===== src/rtl/id_exe_stage_reg_pkg.sv =====
// Shared ARM-subset pipeline constants.
// Holds the field widths used by every pipeline register, the ALU command
// encodings carried on exe_cmd, and the bit positions inside the NZCV word.
package id_exe_stage_reg_pkg;

    // Field widths
    localparam int ARM_DATA_W      = 32;
    localparam int ARM_REG_W       = 4;
    localparam int SHIFT_OPERAND_W = 12;
    localparam int SIGNED_IMM_W    = 24;
    localparam int EXE_CMD_W       = 4;
    localparam int STATUS_W        = 4;

    // ALU command encodings; EXE_NOP is also what a bubble carries
    typedef enum logic [EXE_CMD_W-1:0] {
        EXE_NOP = 4'b0000,
        EXE_MOV = 4'b0001,
        EXE_ADD = 4'b0010,
        EXE_ADC = 4'b0011,
        EXE_SUB = 4'b0100,
        EXE_SBC = 4'b0101,
        EXE_AND = 4'b0110,
        EXE_ORR = 4'b0111,
        EXE_EOR = 4'b1000,
        EXE_MVN = 4'b1001
    } exe_cmd_e;

    // NZCV bit positions
    localparam int STATUS_N = 3;
    localparam int STATUS_Z = 2;
    localparam int STATUS_C = 1;
    localparam int STATUS_V = 0;

    // Assembles an NZCV word from individual flags
    function automatic logic [STATUS_W-1:0] pack_nzcv(input logic n, input logic z,
                                                      input logic c, input logic v);
        logic [STATUS_W-1:0] w;
        w           = '0;
        w[STATUS_N] = n;
        w[STATUS_Z] = z;
        w[STATUS_C] = c;
        w[STATUS_V] = v;
        return w;
    endfunction

endpackage


===== src/rtl/id_exe_stage_reg_status_register.sv =====
// Architectural NZCV status register.
// Ports:
//   clk    - rising-edge clock
//   rst    - synchronous active-high reset, clears the flags
//   freeze - memory stall, holds the flags even if we is high
//   we     - write enable from EXE (instruction with S=1)
//   d      - new NZCV from the EXE ALU
//   q      - current NZCV
module status_register
    import id_exe_stage_reg_pkg::*;
(
    input  logic                clk,
    input  logic                rst,
    input  logic                freeze,
    input  logic                we,
    input  logic [STATUS_W-1:0] d,
    output logic [STATUS_W-1:0] q
);

    // The writer is the instruction already in EXE, so flush/hazard never
    // block an update; only a freeze does.
    always_ff @(posedge clk) begin
        if (rst) begin
            q <= '0;
        end else if (!freeze && we) begin
            q <= d;
        end
    end

endmodule


===== src/rtl/id_exe_stage_reg.sv =====
// ID/EXE pipeline register plus the NZCV status register.
// Captures decoded controls and operands from ID every cycle, loads a bubble
// on a taken-branch flush or a load-use hazard, and holds everything on freeze.
// Ports:
//   clk, rst                 - clock, synchronous active-high reset
//   freeze, flush, hazard    - stall / kill / bubble requests (that priority)
//   *_in                     - decoded fields from ID
//   exe_*                    - registered copies of the *_in fields
//   exe_valid                - slot holds a real instruction
//   status_we, status_in     - NZCV write from EXE
//   status                   - current NZCV
module id_exe_stage_reg
    import id_exe_stage_reg_pkg::*;
#(
    parameter int DATA_W = ARM_DATA_W,
    parameter int REG_W  = ARM_REG_W
) (
    input  logic                       clk,
    input  logic                       rst,
    input  logic                       freeze,
    input  logic                       flush,
    input  logic                       hazard,

    input  logic                       wb_en_in,
    input  logic                       mem_r_en_in,
    input  logic                       mem_w_en_in,
    input  logic                       b_in,
    input  logic                       s_in,
    input  logic [EXE_CMD_W-1:0]       exe_cmd_in,
    input  logic [DATA_W-1:0]          pc_in,
    input  logic [DATA_W-1:0]          val_rn_in,
    input  logic [DATA_W-1:0]          val_rm_in,
    input  logic                       imm_in,
    input  logic [SHIFT_OPERAND_W-1:0] shift_operand_in,
    input  logic [SIGNED_IMM_W-1:0]    signed_imm_24_in,
    input  logic [REG_W-1:0]           dest_in,
    input  logic [REG_W-1:0]           src1_in,
    input  logic [REG_W-1:0]           src2_in,

    input  logic                       status_we,
    input  logic [STATUS_W-1:0]        status_in,

    output logic                       exe_wb_en,
    output logic                       exe_mem_r_en,
    output logic                       exe_mem_w_en,
    output logic                       exe_b,
    output logic                       exe_s,
    output logic [EXE_CMD_W-1:0]       exe_exe_cmd,
    output logic [DATA_W-1:0]          exe_pc,
    output logic [DATA_W-1:0]          exe_val_rn,
    output logic [DATA_W-1:0]          exe_val_rm,
    output logic                       exe_imm,
    output logic [SHIFT_OPERAND_W-1:0] exe_shift_operand,
    output logic [SIGNED_IMM_W-1:0]    exe_signed_imm_24,
    output logic [REG_W-1:0]           exe_dest,
    output logic [REG_W-1:0]           exe_src1,
    output logic [REG_W-1:0]           exe_src2,
    output logic                       exe_valid,
    output logic [STATUS_W-1:0]        status
);

    // Priority rst > freeze > flush > hazard > load. Freeze simply makes no
    // assignment. A bubble zeroes every field, so exe_dest reads R0 with
    // mem_r_en low and can never trigger a false load-use match. hazard only
    // reaches D-inputs here, which keeps the hazard unit loop registered.
    always_ff @(posedge clk) begin
        if (rst || (!freeze && (flush || hazard))) begin
            exe_wb_en         <= 1'b0;
            exe_mem_r_en      <= 1'b0;
            exe_mem_w_en      <= 1'b0;
            exe_b             <= 1'b0;
            exe_s             <= 1'b0;
            exe_exe_cmd       <= EXE_NOP;
            exe_pc            <= '0;
            exe_val_rn        <= '0;
            exe_val_rm        <= '0;
            exe_imm           <= 1'b0;
            exe_shift_operand <= '0;
            exe_signed_imm_24 <= '0;
            exe_dest          <= '0;
            exe_src1          <= '0;
            exe_src2          <= '0;
            exe_valid         <= 1'b0;
        end else if (!freeze) begin
            exe_wb_en         <= wb_en_in;
            exe_mem_r_en      <= mem_r_en_in;
            exe_mem_w_en      <= mem_w_en_in;
            exe_b             <= b_in;
            exe_s             <= s_in;
            exe_exe_cmd       <= exe_cmd_in;
            exe_pc            <= pc_in;
            exe_val_rn        <= val_rn_in;
            exe_val_rm        <= val_rm_in;
            exe_imm           <= imm_in;
            exe_shift_operand <= shift_operand_in;
            exe_signed_imm_24 <= signed_imm_24_in;
            exe_dest          <= dest_in;
            exe_src1          <= src1_in;
            exe_src2          <= src2_in;
            exe_valid         <= 1'b1;
        end
    end

    status_register u_status_register (
        .clk    (clk),
        .rst    (rst),
        .freeze (freeze),
        .we     (status_we),
        .d      (status_in),
        .q      (status)
    );

endmodule


===== config.mk =====
export PLATFORM = sky130hd
export DESIGN_NAME = id_exe_stage_reg
export DESIGN_NICKNAME = d
export VERILOG_FILES = /design/src/rtl/id_exe_stage_reg_pkg.sv /design/src/rtl/id_exe_stage_reg_status_register.sv /design/src/rtl/id_exe_stage_reg.sv
export SDC_FILE = /design/constraint.sdc
export NUM_CORES = 1
export LEC_CHECK = 0
export CORE_MARGIN = 3
export CORE_UTILIZATION = 33
export DETAILED_ROUTE_END_ITERATION = 7
export HOLD_SLACK_MARGIN = 0.15
export MAX_ROUTING_LAYER = met4
export PLACE_DENSITY_LB_ADDON = 0.25
export REMOVE_ABC_BUFFERS = 1
export SLEW_MARGIN = 25
export SYNTH_ARGS = -nofsm -noshare
export SYNTH_HDL_FRONTEND = slang
export SYNTH_HIERARCHICAL = 1
export SYNTH_SLANG_ARGS = --single-unit

===== constraint.sdc =====
create_clock -name clk -period 3.3 [get_ports clk]
set_input_delay 0.66 -clock clk [delete_from_list [all_inputs] [get_ports clk]]
set_output_delay 0.66 -clock clk [all_outputs]
set_load 0.05 [all_outputs]

## Word level (Yosys, flattened, before mapping)

Cells that the tools add are included.

- Register bits: 159
- Input port bits: 164
- Output and inout port bits: 159
- Logic and storage cells: 22

- Reduce and logical (&&, ||, !) cells: 5

Operators by type and width:

| operator | count |
|---|---|
| $logic_and 1x1->1 | 2 |
| $logic_or 1x1->1 | 2 |
| $logic_not 1->1 | 1 |

## Logic depth before layout (Yosys ltp)

- Word-level depth: 3
- Depth in mapped cells: 6

## Cells and area by module

The synthesis kept the hierarchy.

By module, submodules not included:

| module | instances | cells an instance | area an instance (sq um) | seq. area each (sq um) |
|---|---|---|---|---|
| id_exe_stage_reg | 1 | 705 | 6490.0 | 3103.0 |
| status_register | 1 | 17 | 183.9 | 80.1 |

## Worst setup path after synthesis

OpenSTA, ideal clock, no wires.

- Path kind: input -> register
- From: input port hazard
- To: register exe_shift_operand[0]
- Data arrival time: 1.569 ns
- Data required time: 3.230 ns
- Slack: 1.660 ns
- Stages on the path: 4
- Path buffers: 2
- Path through: buf_2 clkbuf_1 or4b_1 a21oi_1

- Longest elaborated chain between the ends: 3

Ends and longest elaborated chain:

| element | line | RTL |
|---|---|---|
| from (decl) | id_exe_stage_reg.sv:22 | `input logic hazard,` |
| $logic_or 1x1->1 | id_exe_stage_reg.sv:67 | `if (rst \|\| (!freeze && (flush \|\| hazard))) begin` |
| $logic_and 1x1->1 | id_exe_stage_reg.sv:67 |  |
| $logic_or 1x1->1 | id_exe_stage_reg.sv:67 |  |
| to (signal assigned) | id_exe_stage_reg.sv:95 | `exe_shift_operand <= shift_operand_in;` |
| to (decl) | id_exe_stage_reg.sv:53 | `output logic [SHIFT_OPERAND_W-1:0] exe_shift_operand,` |

No other way between the ends.
A chain may end at the register's enable or synchronous reset.

## Worst setup path in the final report

- From: register exe_pc[18]
- To: output port exe_pc[18]

RTL lines:

| element | line | RTL |
|---|---|---|
| from (decl) | id_exe_stage_reg.sv:49 | `output logic [DATA_W-1:0] exe_pc,` |
| from (signal assigned) | id_exe_stage_reg.sv:91 | `exe_pc <= pc_in;` |

No word-level cell between the ends.

==> reports/qor.yml <==
run_status:
  outcome: "finished clean"
yosys:
  postSynthAreaPerCell_um2: 9.244
  yosys_warnings: 6
  synth_area_mm2: 0.006674
  synth.yosys.seq_area_share_pct: 47.69
  synth_cell_types: 14
  synthFlopType: "dfxtp_1"
  synth_top_area_share_pct: 47.69
  synth_most_common_cell: "dfxtp_1"
  synthArstFlopShare_pct: 0
  yosysTopAreaCell: "dfxtp_1"
  synth_commonest_cells: "159 x dfxtp_1, 155 x a21oi_1, 155 x nand2_1"
  synth_area_leaders: "dfxtp_1 48%, or4b_1 23%, a21oi_1 12%"
  ys_seq_elements: 159
  netlist_instances: 722
  synth_edf_count: 0
detailed_routing:
  drt_wl_total_um: 20640
  drc_errors: 0
  ant_nets: 0
  routedWlPerCell_um: 16.25
  vias_per_cell: 4.949
  first_pass_iters: 4
  vias: 6285
  drtIter0Drc: 306
global_routing:
  grt_pass1_vias: 5800
  grt_max_degree: 154
  grt_overflow: 0
  antenna_found_initial: 0
  grt_first_pass_wirelength_um: 31670
  grt_usage_pct: 18.43
clocking:
  h-tree-depth: 4
  cts_tree: "done"
  post_cts.repair.setup_buffers: 0
  cts_resized: 0
  cts_hold_buf: 0
  root_buffer: "clkbuf_16"
  clk_path_buf_depth: 2
  insertion_delay_ns: 0.42
  clk_pin_slew_ns: 0.06
  numClockSinks: 159
  cts_buffers: 17
floorplan:
  fp.dieW_um: 148.2
  io_pins: 323
  start_util_pct: 33.96
  dieArea_mm2: 0.02197
  die-height_um: 148.2
  placementRows: 51
  core_area_mm2: 0.01965
critical_path:
  cp-end-kind: "output port"
  worstSetupStartpointType: "flop"
  r2r-start: "exe_exe_cmd[1]"
  crit_arrival_ns: 1.61
  critical_path.top_delay_family: "buffers and inverters"
  critPathKind: "flop to output port"
  r2r_slack_ns: 2.63
  startpoint: "exe_pc[18]"
  critPathSlowestCell: "clkdlybuf4s50_1"
  max_stage_delay_ns: 0.82
  worstPathCellList: "clkdlybuf4s50_1"
  cp_max_fo: 2
  path_buf_inv: 1
  worstPathRequired_ns: 2.64
hold_path:
  hold_path_class: "flop to flop"
  hold_start: "exe_signed_imm_24[17]"
pwr:
  intPower_mw: 3.489
  ir_worst_vdd_uv: 331.1
  p_comb_share_pct: 14.9
  power_density_mw_per_mm2: 447.7
  power.share.sequential_pct: 42.3
  leakagePower_nw: 3.485
  swShare_pct: 25.81
  switching_power_mw: 1.214
  pwr-share-clk_pct: 42.8
place:
  post_dp_cell_area_mm2: 0.009908
  port_buffers: 322
  place_ws_ns: 1.145
  place.gp.congestion: 0.7450
  dpl.hpwl_um: 13620
final_layout:
  layout-drive-gt1-share_pct: 4.776
  syn_to_final_growth_pct: 57.41
  nets: 1156
  antenna_cells_inserted: 0
  design_area_mm2: 0.01051
sta:
  max_clock_freq_mhz: 440.1
  timing.setup.tns_ns: 0
  final.setup_skew_ns: 0
  worst_slack_ns: 1.028
  rsz0062_at_grt: "false"
  fin_crit_sh_pct: 68.86
  hold_violations: 0
  slew_viol_final: 0
  slew_headroom_pct: 35.75
  worst_slew_pin_slew_ns: 0.9638
  period_needed_ns: 2.272
  setup-violations-final: 0
flow_run:
  cap_violations: 0
-- registers in the layout (all words and copies together), names as in the netlist, 4 cells and up --
name                 count
u_status_register/q      4
exe_shift_operand       12
exe_src1                 4
exe_pc                  32
exe_signed_imm_24       24
exe_val_rm              32
exe_exe_cmd              4
exe_src2                 4
exe_dest                 4
exe_val_rn              32
-- layout make-up --
class | count | area [µm²]
multi-input combinational | 478 | 3009
tap | 265 | 331.6
timing repair buffer | 336 | 3385
sequential | 159 | 3183
clock buffer | 20 | 436.7
fill | 1906 | 9149
clock inverter | 12 | 160.2
-- layer usage --
| metal | up-vias | GRT usage (%) | share of wire (%) | routed length [µm] |
|---|---|---|---|---|
| li1 | 3180 | - | - | - |
| met3 | 29 | 5.393 | 7.1 | 1474 |
| met2 | 218 | 27.34 | 46 | 9433 |
| met5 | - | - | 0 | 0 |
| met4 | 0 | 6.605 | 2.2 | 454 |
| met1 | 2858 | 24.02 | 45 | 9272 |
-- path summary, 6_finish.rpt --
check / end / depth (start not counted)
worst max-delay path: exe_pc[18] / 1
worst min-delay path: exe_signed_imm_24[17] / 2
worst max register to register: exe_exe_cmd[1] / 2
worst min register to register: exe_signed_imm_24[17] / 2
-- logic make-up after synthesis --
| group | synth area share, % |
|---|---|
| buffers and inverters | 7.218 |
| flip-flops | 47.69 |
| AND/OR/NAND/NOR | 33.16 |
| AO/OA/AOI/OAI | 11.92 |
-- cells in the final DEF, fill, tap and decap left out, drive strengths merged --
cell,Yosys,routed
a21oi,155,155
buf,39,18
bufinv,0,3
clkbuf,44,20
clkdlybuf4s50,0,318
clkinv,0,3
clkinvlp,0,4
dfxtp,159,159
inv,0,2
nand2,155,155
nand2b,4,4
nand4bb,4,4
nor2b,1,1
o21ai,4,4
or3,1,1
or4b,154,154
-- power by group through the flow --
stage | logic (mW) | registers [mW] | clock network (mW)
final | 0.699 | 1.99 | 2.01
after global routing | 0.743 | 2.00 | 2.16
after CTS | 0.705 | 1.99 | 2.08
after detailed placement | 0.702 | 2.03 | 0
after global placement | 0.703 | 2.03 | 0
after floorplan | 0.0913 | 2.20 | 0
-- through the flow --
step	total power [mW]	utilization, %	hold slack [ns]	cells
final	4.703	53.45	0.4620	1270
after global routing	4.902	53.45	0.4786	1270
after CTS	4.777	53.45	0.4638	1270
after detailed placement	2.736	50.41	0.4541	1238
after global placement	2.736	50.41	0.4404	1238
after floorplan	2.291	-	0.6606	637
(Power assumes the default switching activity.)
